--- src/rtl/mem_ctrl_if.sv ---
// Pipeline-side (IF/MEM) and byte-wide RAM-side signals of the memory controller.
// slave = the controller, master = pipeline plus RAM.
interface mem_ctrl_if;
  logic        if_req;
  logic [31:0] if_addr;
  logic        if_done;
  logic [31:0] if_data;
  logic        mem_req;
  logic        mem_we;
  logic [31:0] mem_addr;
  logic [1:0]  mem_size;
  logic [31:0] mem_wdata;
  logic        mem_done;
  logic [31:0] mem_rdata;
  logic [31:0] ram_a;
  logic [7:0]  ram_dout;
  logic        ram_wr;
  logic [7:0]  ram_din;
  logic        stallreq_from_if;
  logic        stallreq_from_mem;

  // Handshake: a request is held high with its address/size/data stable until
  // the matching one-cycle done pulse; the request may drop in the cycle after.
  // A fetch may additionally be withdrawn early (flush); a data access may not.
  modport slave (
    input  if_req, if_addr, mem_req, mem_we, mem_addr, mem_size, mem_wdata, ram_din,
    output if_done, if_data, mem_done, mem_rdata, ram_a, ram_dout, ram_wr,
           stallreq_from_if, stallreq_from_mem
  );

  modport master (
    output if_req, if_addr, mem_req, mem_we, mem_addr, mem_size, mem_wdata, ram_din,
    input  if_done, if_data, mem_done, mem_rdata, ram_a, ram_dout, ram_wr,
           stallreq_from_if, stallreq_from_mem
  );
endinterface

--- src/rtl/mem_ctrl.sv ---
// Memory controller: arbitrates fetch vs data access and serialises each access
// into one-byte cycles on a synchronous-read RAM port. MEM has priority over IF.
module mem_ctrl (
  input  logic        clk,
  input  logic        rst,
  mem_ctrl_if.slave   bus,
  output logic [1:0]  dbg_state_o
);

  typedef enum logic [1:0] {IDLE = 2'd0, RD = 2'd1, WR = 2'd2, DONE = 2'd3} state_e;

  state_e      state_q, state_d;
  logic        src_q, src_d;          // 1 = data access owns the RAM, 0 = fetch
  logic [2:0]  cnt_q, cnt_d;
  logic [2:0]  n_q, n_d;
  logic [31:0] base_q, base_d;
  logic [31:0] buf_q, buf_d;
  logic [31:0] ram_a_q, ram_a_d;
  logic [7:0]  ram_dout_q, ram_dout_d;
  logic        ram_wr_q, ram_wr_d;
  logic        if_done_q, if_done_d;
  logic        mem_done_q, mem_done_d;
  logic [31:0] if_data_q, if_data_d;
  logic [31:0] mem_rdata_q, mem_rdata_d;
  logic [2:0]  req_n;
  logic [1:0]  wr_idx, rd_idx;

  always_ff @(posedge clk or negedge rst) begin
    if (!rst) begin
      state_q     <= IDLE;
      src_q       <= 1'b0;
      cnt_q       <= 3'd0;
      n_q         <= 3'd0;
      base_q      <= 32'd0;
      buf_q       <= 32'd0;
      ram_a_q     <= 32'd0;
      ram_dout_q  <= 8'd0;
      ram_wr_q    <= 1'b0;
      if_done_q   <= 1'b0;
      mem_done_q  <= 1'b0;
      if_data_q   <= 32'd0;
      mem_rdata_q <= 32'd0;
    end else begin
      state_q     <= state_d;
      src_q       <= src_d;
      cnt_q       <= cnt_d;
      n_q         <= n_d;
      base_q      <= base_d;
      buf_q       <= buf_d;
      ram_a_q     <= ram_a_d;
      ram_dout_q  <= ram_dout_d;
      ram_wr_q    <= ram_wr_d;
      if_done_q   <= if_done_d;
      mem_done_q  <= mem_done_d;
      if_data_q   <= if_data_d;
      mem_rdata_q <= mem_rdata_d;
    end
  end

  always_comb begin
    state_d     = state_q;
    src_d       = src_q;
    cnt_d       = cnt_q;
    n_d         = n_q;
    base_d      = base_q;
    buf_d       = buf_q;
    ram_a_d     = ram_a_q;
    ram_dout_d  = ram_dout_q;
    ram_wr_d    = 1'b0;
    if_done_d   = 1'b0;
    mem_done_d  = 1'b0;
    if_data_d   = if_data_q;
    mem_rdata_d = mem_rdata_q;
    req_n  = (bus.mem_size == 2'd0) ? 3'd1 : (bus.mem_size == 2'd1) ? 3'd2 : 3'd4;
    wr_idx = cnt_q[1:0] + 2'd1;
    rd_idx = cnt_q[1:0] - 2'd1;

    case (state_q)
      IDLE: begin
        if (bus.mem_req) begin
          src_d   = 1'b1;
          base_d  = bus.mem_addr;
          n_d     = req_n;
          cnt_d   = 3'd0;
          buf_d   = 32'd0;
          ram_a_d = bus.mem_addr;
          if (bus.mem_we) begin
            state_d    = WR;
            ram_wr_d   = 1'b1;
            ram_dout_d = bus.mem_wdata[7:0];
          end else begin
            state_d = RD;
          end
        end else if (bus.if_req) begin
          src_d   = 1'b0;
          base_d  = bus.if_addr;
          n_d     = 3'd4;
          cnt_d   = 3'd0;
          buf_d   = 32'd0;
          ram_a_d = bus.if_addr;
          state_d = RD;
        end
      end
      RD: begin
        if (!src_q && !bus.if_req) begin
          state_d = IDLE;
        end else begin
          // cnt is the index of the address on ram_a; its byte returns a cycle later.
          if (cnt_q != 3'd0) buf_d[{rd_idx, 3'b000} +: 8] = bus.ram_din;
          if (cnt_q == n_q) begin
            state_d = DONE;
            if (src_q) begin
              mem_done_d  = 1'b1;
              mem_rdata_d = buf_d;
            end else begin
              if_done_d = 1'b1;
              if_data_d = buf_d;
            end
          end else begin
            cnt_d = cnt_q + 3'd1;
            if (cnt_d < n_q) ram_a_d = base_q + {29'd0, cnt_d};
          end
        end
      end
      WR: begin
        if (cnt_q + 3'd1 < n_q) begin
          cnt_d      = cnt_q + 3'd1;
          ram_a_d    = base_q + {29'd0, cnt_d};
          ram_dout_d = bus.mem_wdata[{wr_idx, 3'b000} +: 8];
          ram_wr_d   = 1'b1;
        end else begin
          state_d    = DONE;
          mem_done_d = 1'b1;
        end
      end
      default: state_d = IDLE;
    endcase
  end

  assign bus.ram_a             = ram_a_q;
  assign bus.ram_dout          = ram_dout_q;
  assign bus.ram_wr            = ram_wr_q;
  assign bus.if_done           = if_done_q;
  assign bus.mem_done          = mem_done_q;
  assign bus.if_data           = if_data_q;
  assign bus.mem_rdata         = mem_rdata_q;
  assign bus.stallreq_from_if  = bus.if_req & ~if_done_q;
  assign bus.stallreq_from_mem = bus.mem_req & ~mem_done_q;
  assign dbg_state_o           = state_q;

endmodule

--- src/flat_wrapper.sv ---
// flat-port wrapper written by rule: the top's interface ports become plain ports
module mem_ctrl_flat 
  (clk, rst, dbg_state_o, bus_if_req, bus_if_addr, bus_mem_req, bus_mem_we, bus_mem_addr, bus_mem_size, bus_mem_wdata, bus_ram_din, bus_if_done, bus_if_data, bus_mem_done, bus_mem_rdata, bus_ram_a, bus_ram_dout, bus_ram_wr, bus_stallreq_from_if, bus_stallreq_from_mem);
  mem_ctrl_if bus_i ();
  input  logic clk;
  input  logic rst;
  output logic [1:0] dbg_state_o;
  input wire logic [$bits(bus_i.if_req)-1:0] bus_if_req;
  input wire logic [$bits(bus_i.if_addr)-1:0] bus_if_addr;
  input wire logic [$bits(bus_i.mem_req)-1:0] bus_mem_req;
  input wire logic [$bits(bus_i.mem_we)-1:0] bus_mem_we;
  input wire logic [$bits(bus_i.mem_addr)-1:0] bus_mem_addr;
  input wire logic [$bits(bus_i.mem_size)-1:0] bus_mem_size;
  input wire logic [$bits(bus_i.mem_wdata)-1:0] bus_mem_wdata;
  input wire logic [$bits(bus_i.ram_din)-1:0] bus_ram_din;
  output wire logic [$bits(bus_i.if_done)-1:0] bus_if_done;
  output wire logic [$bits(bus_i.if_data)-1:0] bus_if_data;
  output wire logic [$bits(bus_i.mem_done)-1:0] bus_mem_done;
  output wire logic [$bits(bus_i.mem_rdata)-1:0] bus_mem_rdata;
  output wire logic [$bits(bus_i.ram_a)-1:0] bus_ram_a;
  output wire logic [$bits(bus_i.ram_dout)-1:0] bus_ram_dout;
  output wire logic [$bits(bus_i.ram_wr)-1:0] bus_ram_wr;
  output wire logic [$bits(bus_i.stallreq_from_if)-1:0] bus_stallreq_from_if;
  output wire logic [$bits(bus_i.stallreq_from_mem)-1:0] bus_stallreq_from_mem;
  assign bus_i.if_req = bus_if_req;
  assign bus_i.if_addr = bus_if_addr;
  assign bus_i.mem_req = bus_mem_req;
  assign bus_i.mem_we = bus_mem_we;
  assign bus_i.mem_addr = bus_mem_addr;
  assign bus_i.mem_size = bus_mem_size;
  assign bus_i.mem_wdata = bus_mem_wdata;
  assign bus_i.ram_din = bus_ram_din;
  assign bus_if_done = bus_i.if_done;
  assign bus_if_data = bus_i.if_data;
  assign bus_mem_done = bus_i.mem_done;
  assign bus_mem_rdata = bus_i.mem_rdata;
  assign bus_ram_a = bus_i.ram_a;
  assign bus_ram_dout = bus_i.ram_dout;
  assign bus_ram_wr = bus_i.ram_wr;
  assign bus_stallreq_from_if = bus_i.stallreq_from_if;
  assign bus_stallreq_from_mem = bus_i.stallreq_from_mem;
  mem_ctrl u_core (.clk(clk), .rst(rst), .bus(bus_i), .dbg_state_o(dbg_state_o));
endmodule
--- config.mk ---
export PLATFORM = sky130hd
export DESIGN_NAME = mem_ctrl_flat
export DESIGN_NICKNAME = d
export VERILOG_FILES = /design/src/rtl/mem_ctrl_if.sv /design/src/rtl/mem_ctrl.sv /design/src/flat_wrapper.sv
export SDC_FILE = /design/constraint.sdc
export NUM_CORES = 1
export LEC_CHECK = 0
export ABC_AREA = 1
export BUFFER_PORTS_ARGS = -buffer_cell sky130_fd_sc_hd__buf_2
export CORE_MARGIN = 2
export CORE_UTILIZATION = 54
export DETAILED_ROUTE_END_ITERATION = 10
export PLACE_DENSITY_LB_ADDON = 0.12
export SETUP_SLACK_MARGIN = 0.15
export SYNTH_ARGS = -nofsm -noshare
export SYNTH_HDL_FRONTEND = slang
export SYNTH_SLANG_ARGS = --single-unit
--- constraint.sdc ---
create_clock -name clk -period 3.3 [get_ports clk]
set_clock_uncertainty 0.2 [all_clocks]
set_input_delay 0.33 -clock clk [delete_from_list [all_inputs] [get_ports clk]]
set_output_delay 0.33 -clock clk [all_outputs]
set_load 0.005 [all_outputs]
==> flow_metrics.tcl <==
set metrics [dict create \
    outcome "finished, final reports clean" \
    syn-cell-area_mm2 0.00945 \
    fill_cells 1546 \
    route.detailed.drc 0 \
    synth_top_area_cell "dfrtp_1" \
    antenna_left 0 \
    die_w_um 136 \
    syn-num-nets 1364 \
    clock_latency_ps 430 \
    final-setup-viol-count 0 \
    area_growth_pct 21.6 \
    cts_tree "yes" \
    design_power_total_mw 11.4 \
    fmax_mhz 343 \
    antenna_cells 0 \
    final.setup.tns_ps 0 \
    die_y_um 136 \
    cp-start-kind "flop" \
    cap_violations 0 \
    drive_gt1_share_pct 19.1 \
    layout_common_cells "394 x nand2_1, 220 x buf_2, 180 x dfrtp_1" \
    layout_commonest_cell "nand2_1" \
    drtIter0Drc 653 \
    min_path_type "in -> reg" \
    avgSynthCellArea_um2 7.64 \
    rsz0062_at_grt "false" \
    nets 1581 \
    max_stage_delay_ps 470 \
    p_leak_nw 5.67 \
    post-route-period-util_pct 88.3 \
    dieArea_mm2 0.0186 \
    power_density_mw_per_mm2 989 \
    clk_pin_slew_ps 70 \
    fin_area_mm2 0.0115 \
    ys_top_cells_by_area "dfrtp_1 48%, nand2_1 16%, nand3_1 5.8%, o21a_1 4.7%, inv_1 4.5%" \
    vias_per_cell 5.37 \
    worst_pin_slew_ps 979 \
    cts_buffers 17 \
    cts.sinks 180 \
    placed_area_mm2 0.0107 \
    vdd_ir_drop_max_mv 0.860 \
    slew_violations 0 \
    rrSetupSlack_ps 390 \
    ios 222 \
    syn_inst 1236 \
    fin_worst_hold_slack_ps 10.4 \
    cp_cell_sequence "inv_1 > ha_1 > buf_4 > ha_1 > nand2_1 > nor2_1 > nor2_1 > nor2_1 > nand2_1 > nand2_1 > nand3_1 > nand3_1 > nand2_1" \
    final_hold_viol_count 0 \
    start_util_pct 55.0 \
    ys_types 30 \
    gr-total-overflow 0 \
    dr.pass1.iters 5 \
    postCtsSetupRepairBufs 0 \
    grt_pass1_vias 8455 \
    critical_path_arrival_ps 3030 \
    path_max_fanout 15 \
    wl_um 26600 \
    cts_max_level 4 \
    antenna_found_initial 0 \
    cp.required_ps 3420 \
    critPathCaptureType "flop" \
    synth_seq_area_share_pct 47.7 \
    finalCriticalPeriod_ps 2910 \
    rows 48 \
    cts_root_buffer "clkbuf_16" \
    maxSlewHeadroom_pct 34.5 \
    crit_top_cell "nand2_1" \
    grt_max_degree 66 \
    dp_hpwl_um 19200 \
    synth_top_cell_area_share_pct 47.7 \
    instances_no_fill 1690 \
    core_area_mm2 0.0172 \
    post_drt_wl_per_cell_um 15.7 \
    yosys_register_bits 180 \
    ys_warn_count 0 \
    dp.cells 1641 \
    place.gp.congestion 0.932 \
    grt_use_total_pct 29.3 \
    critPathSlowestCell "dfrtp_1" \
    numPortBuffers 221 \
    grt_pass1_wl_um 42600 \
    vias 9067 \
    clock_path_buffers 2 \
    path_class "reg -> reg" \
]
[critical path: cells and delay by family, from the launching register on]
kind | cells | cell delay [ps]
and+or+nand+nor | 9 | 1140
adders and majority gates | 2 | 630
DFF | 1 | 470
buffers and inverters | 2 | 340
[path summary, 6_finish.rpt]
| path | start | to | cells after the start |
|---|---|---|---|
| max in group asynchronous | rst | u_core.bus.if_data[20]$_DFFE_PN0P_ | 3 |
| min in group asynchronous | rst | u_core.bus.ram_a[23]$_DFFE_PN0P_ | 2 |
| hold / removal | bus_if_addr[2] | u_core.base_q[2]$_DFFE_PN0P_ | 3 |
| hold reg to reg | u_core.bus.ram_a[20]$_DFFE_PN0P_ | u_core.bus.ram_a[20]$_DFFE_PN0P_ | 2 |
| setup reg to reg | u_core.cnt_q[0]$_DFFE_PN0P_ | u_core.bus.ram_a[17]$_DFFE_PN0P_ | 13 |
| setup / recovery | u_core.cnt_q[0]$_DFFE_PN0P_ | u_core.bus.ram_a[17]$_DFFE_PN0P_ | 13 |
[power breakdown]
group	switching (mW)	internal [mW]
logic	3.48	2.07
clock network	0.936	1.06
registers	0.648	3.17
[per-layer routing]
metal | GRT usage [%] | up-vias | wire (um) | part of all wire, %
met5 | 0 | - | 0 | 0
met2 | 45.5 | 324 | 11800 | 44
met4 | 5.90 | 0 | 340 | 1.3
met1 | 43.1 | 4265 | 12300 | 46
li1 | - | 4454 | - | -
met3 | 5.37 | 24 | 2120 | 8.0
[layout make-up]
cell class	instances	area (um^2)	area share (%)
Sequential cell	180	4500	39.2
Multi-Input combinational cell	884	4260	37.1
Timing Repair Buffer	253	1440	12.5
Inverter	117	439	3.82
Clock buffer	17	425	3.70
Tap cell	225	282	2.45
Clock inverter	14	141	1.23
[timing repair]
| action | 4_1_cts | 5_1_grt |
|---|---|---|
| setup endpoints to repair | 0 | 4 |
| hold buffers | 18 | 0 |
| endpoints found under the hold margin | 59 | 0 |
| gates resized for setup | 0 | 3 |
[cell families (layout without fill, tap and decap cells)]
group | after synthesis | after routing | synth area share (%)
buffers and inverters | 172 | 401 | 7.56
DFF | 180 | 180 | 47.7
muxes | 4 | 4 | 0.424
xor gates and xnor gates | 4 | 4 | 0.371
and+or+nand+nor | 644 | 644 | 27.8
adders and majority gates | 17 | 17 | 2.33
AOI/OAI and AO/OA | 215 | 215 | 13.8
[flip-flops by register name (all words and copies together) (netlist names)]
signal	flops
u_core.base_q	32
u_core.buf_q	32
u_core.bus.if_data	32
u_core.bus.mem_rdata	32
u_core.bus.ram_a	32
u_core.bus.ram_dout	8
u_core.cnt_q	3
u_core.n_q	3
u_core.dbg_state_o	2
u_core.bus.if_done	1
u_core.bus.mem_done	1
u_core.bus.ram_wr	1
u_core.src_q	1
[synth_stat cells]
library cell / count
nand2_1: 394
dfrtp_1: 180
inv_1: 113
nand3_1: 109
nor2_1: 103
o21ai_0: 67
o21a_1: 59
a21oi_1: 34
nor3_1: 30
o22ai_1: 30
buf_2: 25
clkbuf_1: 20
ha_1: 16
buf_4: 10
a31oi_1: 9
a22oi_1: 8
o21ai_1: 5
mux2i_1: 4
inv_2: 3
nand3_2: 3
nand3b_1: 2
nor2_2: 2
xnor2_1: 2
xor2_1: 2
a21boi_2: 1
clkinv_1: 1
fa_1: 1
nor3_2: 1
o211ai_1: 1
o31ai_1: 1
[metrics by stage]
step	worst slack, ps	util, %
global placement	405	62.5
CTS	284	66.8
detailed placement	312	62.5
floorplan	457	-
finish	387	66.9
global route	168	66.9
(Power assumes the default switching activity.)
